### src/rtl/rom_stream_reader_if.sv
`default_nettype none
// +----------------------------------------------------------------------+
// | Module   : rom_stream_reader_if                                      |
// | Purpose  : Command, ROM read port and output stream bundle for       |
// |            rom_stream_reader. The ROM_STREAM_ADDR_CHECK_EN macro     |
// |            adds the address-return check signals.                    |
// | Revision : 1.0  initial release                                      |
// +----------------------------------------------------------------------+
interface rom_stream_reader_if #(
  parameter int WIDTH = 8,
  parameter int DEPTH = 256
);
  localparam int ADDRW = $clog2(DEPTH);

  // command / status
  logic             start;
  logic [ADDRW-1:0] base;
  logic [ADDRW:0]   len;
  logic             busy;
  logic             done;
  // ROM read port
  logic [ADDRW-1:0] rom_addr;
  logic [WIDTH-1:0] rom_data;
  // output stream
  logic [WIDTH-1:0] out_data;
  logic             out_valid;
  logic             out_ready;

`ifdef ROM_STREAM_ADDR_CHECK_EN
  logic [ADDRW-1:0] rom_addr_return;
  logic             addr_err;

  modport master (
    input  start, base, len, rom_data, out_ready, rom_addr_return,
    output busy, done, rom_addr, out_data, out_valid, addr_err
  );
  modport slave (
    output start, base, len, rom_data, out_ready, rom_addr_return,
    input  busy, done, rom_addr, out_data, out_valid, addr_err
  );
`else
  modport master (
    input  start, base, len, rom_data, out_ready,
    output busy, done, rom_addr, out_data, out_valid
  );
  modport slave (
    output start, base, len, rom_data, out_ready,
    input  busy, done, rom_addr, out_data, out_valid
  );
`endif
endinterface
`default_nettype wire

### src/rtl/rom_stream_reader.sv
`default_nettype none
// +----------------------------------------------------------------------+
// | Module   : rom_stream_reader                                         |
// | Purpose  : Walks base..base+len-1 (mod DEPTH) of a 1-cycle-latency   |
// |            ROM and streams the words out through a small FIFO with   |
// |            valid/ready. Optional macro ROM_STREAM_ADDR_CHECK_EN adds |
// |            a sticky returned-address mismatch flag (addr_err).       |
// | Revision : 1.0  initial release                                      |
// +----------------------------------------------------------------------+
module rom_stream_reader #(
  parameter int WIDTH      = 8,
  parameter int DEPTH      = 256,
  parameter int FIFO_DEPTH = 4
) (
  input  wire logic           clk,
  input  wire logic           rst,
  rom_stream_reader_if.master bus
);
  localparam int ADDRW = $clog2(DEPTH);
  localparam int PTRW  = $clog2(FIFO_DEPTH);
  localparam int CNTW  = PTRW + 1;

  localparam logic [1:0] S_IDLE  = 2'd0;
  localparam logic [1:0] S_FETCH = 2'd1;
  localparam logic [1:0] S_DRAIN = 2'd2;
  localparam logic [1:0] S_DONE  = 2'd3;

  logic [1:0]       r_state;
  logic [1:0]       w_state_nxt;
  logic [ADDRW-1:0] r_next_addr;   // next address to issue
  logic [ADDRW-1:0] r_last_addr;   // most recently issued address (held on rom_addr)
  logic [ADDRW:0]   r_remaining;   // addresses still to issue
  logic             r_inflight;    // a read was issued last cycle; its data arrives now
  logic [WIDTH-1:0] r_mem [FIFO_DEPTH];
  logic [PTRW-1:0]  r_wr_ptr;
  logic [PTRW-1:0]  r_rd_ptr;
  logic [CNTW-1:0]  r_count;

  logic             w_issue;
  logic             w_last_issue;
  logic             w_push;
  logic             w_pop;
  logic             w_busy;
  logic             w_done;
  logic [CNTW-1:0]  w_occupancy;

  // FIFO words plus the word still in flight; at most FIFO_DEPTH+1, fits CNTW bits
  assign w_occupancy  = r_count + CNTW'(r_inflight);
  assign w_last_issue = w_issue && (r_remaining == (ADDRW+1)'(1));
  assign w_push       = r_inflight;
  assign w_pop        = (r_count != '0) && bus.out_ready;

  // state register
  always_ff @(posedge clk) begin
    if (rst) r_state <= S_IDLE;
    else     r_state <= w_state_nxt;
  end

  // next-state logic
  always_comb begin
    w_state_nxt = r_state;
    case (r_state)
      S_IDLE:  if (bus.start) w_state_nxt = (bus.len == '0) ? S_DONE : S_FETCH;
      S_FETCH: if (w_last_issue) w_state_nxt = S_DRAIN;
      S_DRAIN: if (!r_inflight && (r_count == '0)) w_state_nxt = S_DONE;
      S_DONE:  w_state_nxt = S_IDLE;
      default: w_state_nxt = S_IDLE;
    endcase
  end

  // FSM outputs: read issue gated by FIFO space counting the in-flight word
  always_comb begin
    w_issue = (r_state == S_FETCH) && (w_occupancy < CNTW'(FIFO_DEPTH));
    w_busy  = (r_state == S_FETCH) || (r_state == S_DRAIN);
    w_done  = (r_state == S_DONE);
  end

  // address walker, in-flight tracking and FIFO pointers
  always_ff @(posedge clk) begin
    if (rst) begin
      r_next_addr <= '0;
      r_last_addr <= '0;
      r_remaining <= '0;
      r_inflight  <= 1'b0;
      r_wr_ptr    <= '0;
      r_rd_ptr    <= '0;
      r_count     <= '0;
    end else begin
      if ((r_state == S_IDLE) && bus.start) begin
        r_next_addr <= bus.base;
        r_remaining <= bus.len;
      end else if (w_issue) begin
        r_last_addr <= r_next_addr;
        r_next_addr <= (r_next_addr == ADDRW'(DEPTH-1)) ? '0 : r_next_addr + ADDRW'(1);
        r_remaining <= r_remaining - (ADDRW+1)'(1);
      end
      r_inflight <= w_issue;
      if (w_push) r_wr_ptr <= r_wr_ptr + PTRW'(1);
      if (w_pop)  r_rd_ptr <= r_rd_ptr + PTRW'(1);
      case ({w_push, w_pop})
        2'b10:   r_count <= r_count + CNTW'(1);
        2'b01:   r_count <= r_count - CNTW'(1);
        default: r_count <= r_count;
      endcase
    end
  end

  // FIFO storage; contents are masked by r_count so no reset is needed
  always_ff @(posedge clk) begin
    if (w_push) r_mem[r_wr_ptr] <= bus.rom_data;
  end

  // the issued address goes out combinationally in its issue cycle, then holds
  assign bus.rom_addr  = w_issue ? r_next_addr : r_last_addr;
  assign bus.out_valid = (r_count != '0);
  assign bus.out_data  = (r_count != '0) ? r_mem[r_rd_ptr] : '0;
  assign bus.busy      = w_busy;
  assign bus.done      = w_done;

`ifdef ROM_STREAM_ADDR_CHECK_EN
  logic r_addr_err;

  // sticky flag: returned address must match the address issued one cycle earlier
  always_ff @(posedge clk) begin
    if (rst)                                                r_addr_err <= 1'b0;
    else if (r_inflight && (bus.rom_addr_return != r_last_addr)) r_addr_err <= 1'b1;
  end

  assign bus.addr_err = r_addr_err;
`endif
endmodule
`default_nettype wire
### src/flat_wrapper.sv
// flat-port wrapper written by rule: the top's interface ports become plain ports
module rom_stream_reader_flat 
#(
  parameter int WIDTH      = 8,
  parameter int DEPTH      = 256,
  parameter int FIFO_DEPTH = 4
)
  (clk, rst, bus_start, bus_base, bus_len, bus_rom_data, bus_out_ready, bus_busy, bus_done, bus_rom_addr, bus_out_data, bus_out_valid);
  rom_stream_reader_if #(.WIDTH(WIDTH), .DEPTH(DEPTH)) bus_i ();
  input  wire logic clk;
  input  wire logic rst;
  input wire logic [$bits(bus_i.start)-1:0] bus_start;
  input wire logic [$bits(bus_i.base)-1:0] bus_base;
  input wire logic [$bits(bus_i.len)-1:0] bus_len;
  input wire logic [$bits(bus_i.rom_data)-1:0] bus_rom_data;
  input wire logic [$bits(bus_i.out_ready)-1:0] bus_out_ready;
  output wire logic [$bits(bus_i.busy)-1:0] bus_busy;
  output wire logic [$bits(bus_i.done)-1:0] bus_done;
  output wire logic [$bits(bus_i.rom_addr)-1:0] bus_rom_addr;
  output wire logic [$bits(bus_i.out_data)-1:0] bus_out_data;
  output wire logic [$bits(bus_i.out_valid)-1:0] bus_out_valid;
  assign bus_i.start = bus_start;
  assign bus_i.base = bus_base;
  assign bus_i.len = bus_len;
  assign bus_i.rom_data = bus_rom_data;
  assign bus_i.out_ready = bus_out_ready;
  assign bus_busy = bus_i.busy;
  assign bus_done = bus_i.done;
  assign bus_rom_addr = bus_i.rom_addr;
  assign bus_out_data = bus_i.out_data;
  assign bus_out_valid = bus_i.out_valid;
  rom_stream_reader #(.WIDTH(WIDTH), .DEPTH(DEPTH), .FIFO_DEPTH(FIFO_DEPTH)) u_core (.clk(clk), .rst(rst), .bus(bus_i));
endmodule
### config.mk
export PLATFORM = sky130hd
export DESIGN_NAME = rom_stream_reader_flat
export DESIGN_NICKNAME = d
export VERILOG_FILES = /design/src/rtl/rom_stream_reader_if.sv /design/src/rtl/rom_stream_reader.sv /design/src/flat_wrapper.sv
export SDC_FILE = /design/constraint.sdc
export NUM_CORES = 1
export LEC_CHECK = 0
export CELL_PAD_IN_SITES_DETAIL_PLACEMENT = 1
export CELL_PAD_IN_SITES_GLOBAL_PLACEMENT = 1
export CORE_MARGIN = 4
export CORE_UTILIZATION = 40
export CTS_BUF_LIST = sky130_fd_sc_hd__clkbuf_8
export DETAILED_ROUTE_END_ITERATION = 8
export PLACE_DENSITY = 0.77
export SLEW_MARGIN = 20
export SYNTH_ARGS = -nofsm -noshare
export SYNTH_HDL_FRONTEND = slang
export SYNTH_SLANG_ARGS = --single-unit
### constraint.sdc
create_clock -name clk -period 3.25 [get_ports clk]
set_input_delay 0.65 -clock clk [delete_from_list [all_inputs] [get_ports clk]]
set_output_delay 0.65 -clock clk [all_outputs]
set_load 0.02 [all_outputs]
==> key figures <==
Outcome
  • Status: complete, no violations

Detailed routing
  • Final ANT Viol Nets: 0
  • Wire per inst: 16.9 microns
  • Routed WL: 7.88 mm
  • Drt initial violations: 67
  • DRC viols: 0
  • 1st-pass router iterations: 4
  • Via count: 2572
  • Via/cell ratio: about 5.5

STA
  • Final setup fails: 0
  • Hold Slack: roughly 480 ps
  • Max Fclk: ~330 MHz
  • Final Hold Fails: 0
  • Slew HR: 0.508
  • Skew final: 11.7 ps
  • Worst slew pin tran: 736 ps
  • RSZ-0062 raised after global routing: false
  • Fin worst setup slack: 218 ps
  • Crit path time final: 3030 ps
  • Fin crit share: 0.933
  • Final Max Tran Viols: 0
  • Setup TNS: 0 ps

Floorplan
  • FP Rows: 32
  • Die area: 0.00983 sq mm
  • Starting Density: 0.421
  • Die Ht: around 99 microns
  • Top Ports: 48
  • Core Area: 0.00789 sq mm
  • Die X: 99.2 microns

Logic synthesis
  • Synth Area in Adders: 0.0549
  • Sequential area share after synthesis: 0.512
  • Flops & latches, synth: just under 70
  • Net Count, Synth: ~360
  • Mean Syn Cell Area: approximately 11 sq um
  • Top_reg_cell synth: dfxtp_1
  • Synth Area in Simple Gates: 0.193
  • Warnings, synthesis: 0
  • Dominant cell type by area after synthesis: edfxtp_1
  • Top cell type's share of synthesized area: 0.289
  • Count of different cell masters after synthesis: 46
  • Cell Area, Synth: 0.00332 sq mm
  • Post-synthesis xor/xnor area fraction: 0.0184
  • Largest family of logic cells by synthesized area: simple AND/OR/NAND/NOR gates
  • Ys async rst share: 0
  • Top cells by area, synth: edfxtp_1, dfxtp_1, mux4_2
  • Fraction of synthesized area in multiplexers: 0.0670
  • Number of synthesized flops with an enable pin: 32
  • Synth Instances: 316
  • Synth Area in Compound Gates: 0.111

Clock network
  • Post-CTS Setup Inserts: 0
  • Worst skew pair latency: 340 ps
  • CTS tree: built
  • H-Tree Level Count: 3
  • CTS Sinks: 69
  • Inserted Clock Buffers: 9
  • Reg clk slew, reported paths: 90 ps
  • Root Driver: clkbuf_8
  • Post-CTS Hold Buffers: 0
  • Worst-case clock buffer depth: 2

Critical path
  • Worst reg-to-reg path cell count: 8
  • Crit-path max cell delay: 600 ps
  • Crit-path max FO: 9
  • Worst path cell trace: and3_2, mux2i_4, nand2_1, nand2_1, clkdlybuf4s50_1
  • Slack of the worst reg-to-reg path: between 700 and 800 ps
  • Arr. time, crit path: ~2400 ps
  • Reg-to-Reg End: u_core.r_count[2]
  • WP data required: 2600 ps
  • Worst Setup Start Kind: register
  • CP Capture Type: output port
  • Critical R2R Launch: u_core.r_count[2]
  • WS Path Type: register to output port
  • Slowest stage cell, crit path: clkdlybuf4s50_1
  • Most common cell on crit path: nand2_1

Finish
  • Layout cells sized above 1: 0.104
  • Final #Nets: around 400
  • Final core utilization: 0.525
  • Design Area, Final: 0.00414 sq mm
  • Antenna cell count: 0
  • Sequential Area: 0.00170 sq mm
  • Fill cells: ~900
  • Multi-input gate area: between 0.0015 and 0.002 sq mm
  • Post-route insts no fill: 467
  • P&R area growth vs syn: 24.6%

Global route
  • Met2 GRT Util: 0.267
  • Total GRT Usage: 0.160
  • Final global-route overflow total: 0
  • GR peak layer: met2
  • Initial antenna violation count: 0
  • Met3 usage: 0.0231
  • Largest net degree at the start of global routing: 29
  • Global-route wire length before repair: around 13 mm
  • Vias in the first global route: 2659
  • Met1 usage: 0.217

Place
  • Worst slack at placement: ~310 ps
  • Placed Instances: 449
  • GPL Wtd Cong: 0.758
  • Number of buffers added on ports: 47
  • HPWL Detailed: 5.37 mm
  • Dpl cell area: a little under 0.004 sq mm

Pwr
  • PD cells: ~760 mW/mm^2
  • Maximum VDD drop: 299 uV
  • Leakage power: 1.45 nW
  • Total Power: 3.15 mW

Hold path
  • Worst hold path type: register to register
  • Hold depth: 2
  • Min-delay src: u_core.r_last_addr[6]
  • Min-Delay Endpoint: u_core.r_last_addr[6]

Run
  • Max Cap Viol: 0
[how the worst max path moves through the flow]
stage | from | to | slack, ps | cells past startpoint
finish | u_core.r_inflight | bus_rom_addr[2] | 220 | 5
global route | u_core.r_inflight | bus_rom_addr[2] | 60 | 5
CTS | u_core.r_inflight | bus_rom_addr[2] | 110 | 5
detailed placement | u_core.r_inflight | bus_rom_addr[2] | 310 | 5
global placement | u_core.r_state[1] | bus_rom_addr[2] | 380 | 7
floorplan | u_core.r_state[1] | bus_rom_addr[0] | 1000 | 8
[cells in the final DEF (no fill, tap or decap), types with 3 or more instances in the layout]
cell and n:
o31ai_1 5, nand3_1 13, or3_1 8, xnor2_1 4, a21oi_1 12, nor2_1 26, a31oi_1 3, nor4_1 4
nand2_1 30, and2_1 14, clkdlybuf4s50_1 47, inv_1 13, ha_1 13, mux4_2 8, xor2_1 3, edfxtp_1 32
and4_1 3, and3_1 3, a311oi_1 11, or4_1 6, dfxtp_1 37, buf_4 4, o21ai_0 15, a211oi_1 4
clkbuf_8 9
[kinds of logic after synthesis]
family	Yosys count
compound gates	56
xor+xnor	7
fa+ha+maj	14
buf+inv	34
flops	69
mux	12
simple gates	124
[critical path: cells and delay by family, from the launching register on]
family / cells / cell delay, ps
and+or+nand+nor: 3 / 570
muxes: 1 / 390
buffers and inverters: 1 / 600
DFF: 1 / 480
[power by group]
group | switching (mW) | total [mW] | internal (mW) | leakage, nW
Clock | 0.355 | 0.721 | 0.366 | 0.0984
Sequential | 0.145 | 1.19 | 1.05 | 0.593
Combinational | 0.690 | 1.24 | 0.553 | 0.755
[cells in the mapped netlist, types with 2 or more instances]
cell and count:
and3_1 4, mux2_2 2, buf_4 2, ha_1 13, nor4_1 4, mux2i_1 2
nand2b_1 2, nand2_1 30, or4_1 6, a311oi_1 11, o41ai_1 2, o21ai_0 15
nor3_1 2, nand4b_1 2, o31ai_1 5, and2_1 15, nand3b_1 2, mux4_2 8
a21oi_1 12, edfxtp_1 32, or3_1 8, xnor2_1 4, xor2_1 3, dfxtp_1 37
a31oi_1 3, nor2_1 26, nand3_1 13, inv_1 13, nor2b_1 2, clkbuf_1 15
and4_1 3, a211oi_1 4
[flip-flops by register name, indices dropped and copies added (netlist names), named ones only]
name and flops:
u_core.r_count 3, u_core.r_inflight 1, u_core.r_last_addr 8, u_core.r_mem 32, u_core.r_next_addr 8, u_core.r_rd_ptr 2
u_core.r_remaining 9, u_core.r_state 2, u_core.r_wr_ptr 2
[layer usage]
| layer | vias to the layer above | wire length, microns |
|---|---|---|
| li1 | 1251 | - |
| met1 | 1252 | 3590 |
| met2 | 60 | 3890 |
| met3 | 9 | 323 |
| met4 | 0 | 76 |
| met5 | - | 0 |
[layout make-up]
class,count,share of cell area
Clock buffer,9,0.0299
Clock inverter,7,0.0199
Inverter,13,0.0118
Multi-Input combinational cell,215,0.371
Sequential cell,69,0.411
Tap cell,102,0.0308
Timing Repair Buffer,52,0.126
[what timing repair did]
| action | CTS | global route |
|---|---|---|
| resized for setup | 2 | 5 |
| cloned | 0 | 2 |
| setup endpoints to repair | 8 | 8 |
Note: power is estimated with default switching activity, not from simulation.
==> RTL change, RTL diff (config.mk and constraints unchanged) <==
`DEPTH` is set to 256 in 3 places; all go to 1024.
--- a/src/rtl/rom_stream_reader_if.sv
+++ b/src/rtl/rom_stream_reader_if.sv
@@ -9,5 +9,5 @@
 interface rom_stream_reader_if #(
   parameter int WIDTH = 8,
-  parameter int DEPTH = 256
+  parameter int DEPTH = 1024
 );
   localparam int ADDRW = $clog2(DEPTH);
--- a/src/rtl/rom_stream_reader.sv
+++ b/src/rtl/rom_stream_reader.sv
@@ -10,5 +10,5 @@
 module rom_stream_reader #(
   parameter int WIDTH      = 8,
-  parameter int DEPTH      = 256,
+  parameter int DEPTH      = 1024,
   parameter int FIFO_DEPTH = 4
 ) (
--- a/src/flat_wrapper.sv
+++ b/src/flat_wrapper.sv
@@ -3,5 +3,5 @@
 #(
   parameter int WIDTH      = 8,
-  parameter int DEPTH      = 256,
+  parameter int DEPTH      = 1024,
   parameter int FIFO_DEPTH = 4
 )
Ports: changed (resized bus_base, bus_len and bus_rom_addr); port bits go from 48 to 54. No check against the original RTL was run, so the function may have changed too.
==> RTL change against the unedited design <==
Final area up 5.5%. Register-to-register slack better by 0.15 ns. Non-clock buffer count increased by 8. Routed wire length grew 3.1%. Sequential power up 5%. Power shrank 3.6%. Largest cell class unchanged. Largest power group is now registers. Sequential cell count is 6 higher. Synthesized area increased by 6.2%. Setup slack lost 0.0032 ns.
==> RTL change: results (changes against the unedited design) <==
Top cells by area, synth = edfxtp_1 (27%), dfxtp_1 (24%), nand2_1 (5.2%)
GP Congestion = 0.8019 (+5.7%)
Pin count of the biggest net entering global routing = 23 (-21%)
Clk pwr = 708 µW (-2%)
Max Clock Skew = 0.007568 ns (-0.004116 ns)
Vias = 2683 (+4.3%)
Detail Placement HPWL = 5937 µm (+11%)
Dpl cells = 493 (+9.8%)
Total sequential power = 1.25 mW (+5%)
Routed len/inst = 15.97 µm (-5.4%)
Synth Area in Adders = 0.05172 (-0.003231)
DR iter-0 viols = 87 (+30%)
CP Max Fanout = 22 (+13)
Routed wire length = 8127 µm (+3.1%)
Syn_nets = 391 (+8.9%)
Post-synthesis compound-gate area fraction = 0.1045 (-0.006529)
Leak = 1.528 nW (+5.7%)
Status = completed
Post-synth top cells = nand2_1 (49), dfxtp_1 (43), edfxtp_1 (32)
P_sw = 1.090 mW (-8.4%)
First-pass GRT wire length = 13680 µm (+6.3%)
Fraction of synthesized cell area in xor and xnor cells = 0.04959 (+0.03115)
Nets = 443 (+9.9%)
Post-synthesis mux area share = 0.05809 (-0.008899)
Slew @ Worst Pin = 0.6482 ns (-0.08822 ns)
Peak VDD IR = 249.2 µV (-17%)
RTL change: kinds of logic (layout without fill, tap and decap cells):
| family | Yosys count | in the layout |
|---|---|---|
| xor+xnor | 20 | 20 |
| compound gates | 55 | 55 |
| flops | 75 | 75 |
| mux | 10 | 10 |
| fa+ha+maj | 14 | 14 |
| simple gates | 138 | 138 |
| buf+inv | 32 | 89 |
RTL change: area by class of cell:
class	instances	area, µm²
Clock buffer	9	123.9
Clock inverter	7	68.82
Fill cell	966	4267
Inverter	13	48.80
Multi-Input combinational cell	237	1588
Sequential cell	75	1822
Tap cell	108	135.1
Timing Repair Buffer	60	583.1
RTL change: final timing paths:
path / from / slack, ns / to
max: u_core.r_inflight$_SDFF_PP0_ / 0.21 / bus_rom_addr[8]
min: u_core.r_last_addr[2]$_SDFFE_PP0N_ / 0.46 / u_core.r_last_addr[2]$_SDFFE_PP0N_
max reg2reg: u_core.r_count[0]$_SDFFE_PP0P_ / 0.93 / u_core.r_count[2]$_SDFFE_PP0P_
min reg2reg: u_core.r_last_addr[2]$_SDFFE_PP0N_ / 0.46 / u_core.r_last_addr[2]$_SDFFE_PP0N_
RTL change: layer usage:
layer  track usage  vias to the layer above  part of all wire
met5             0                        -                 0
li1              -                     1318                 -
met4       0.05146                        0             0.013
met1        0.2171                     1303              0.45
met3       0.03345                       10             0.047
met2        0.2834                       52              0.49
RTL change: worst max-delay path, cell delays in order (launching register included):
cell and delay, ns:
dfxtp_1 0.50, and4_1 0.30, o21ai_1 0.08, buf_4 0.23, o21ai_0 0.27, clkdlybuf4s50_1 0.66
RTL change: through the flow:
step                power [mW]  setup WS (ns)
floorplan                1.963         0.9033
global placement         2.322         0.5916
detailed placement       2.365         0.5153
CTS                      3.085         0.1156
global route             3.250        0.01358
finish                   3.042         0.2144
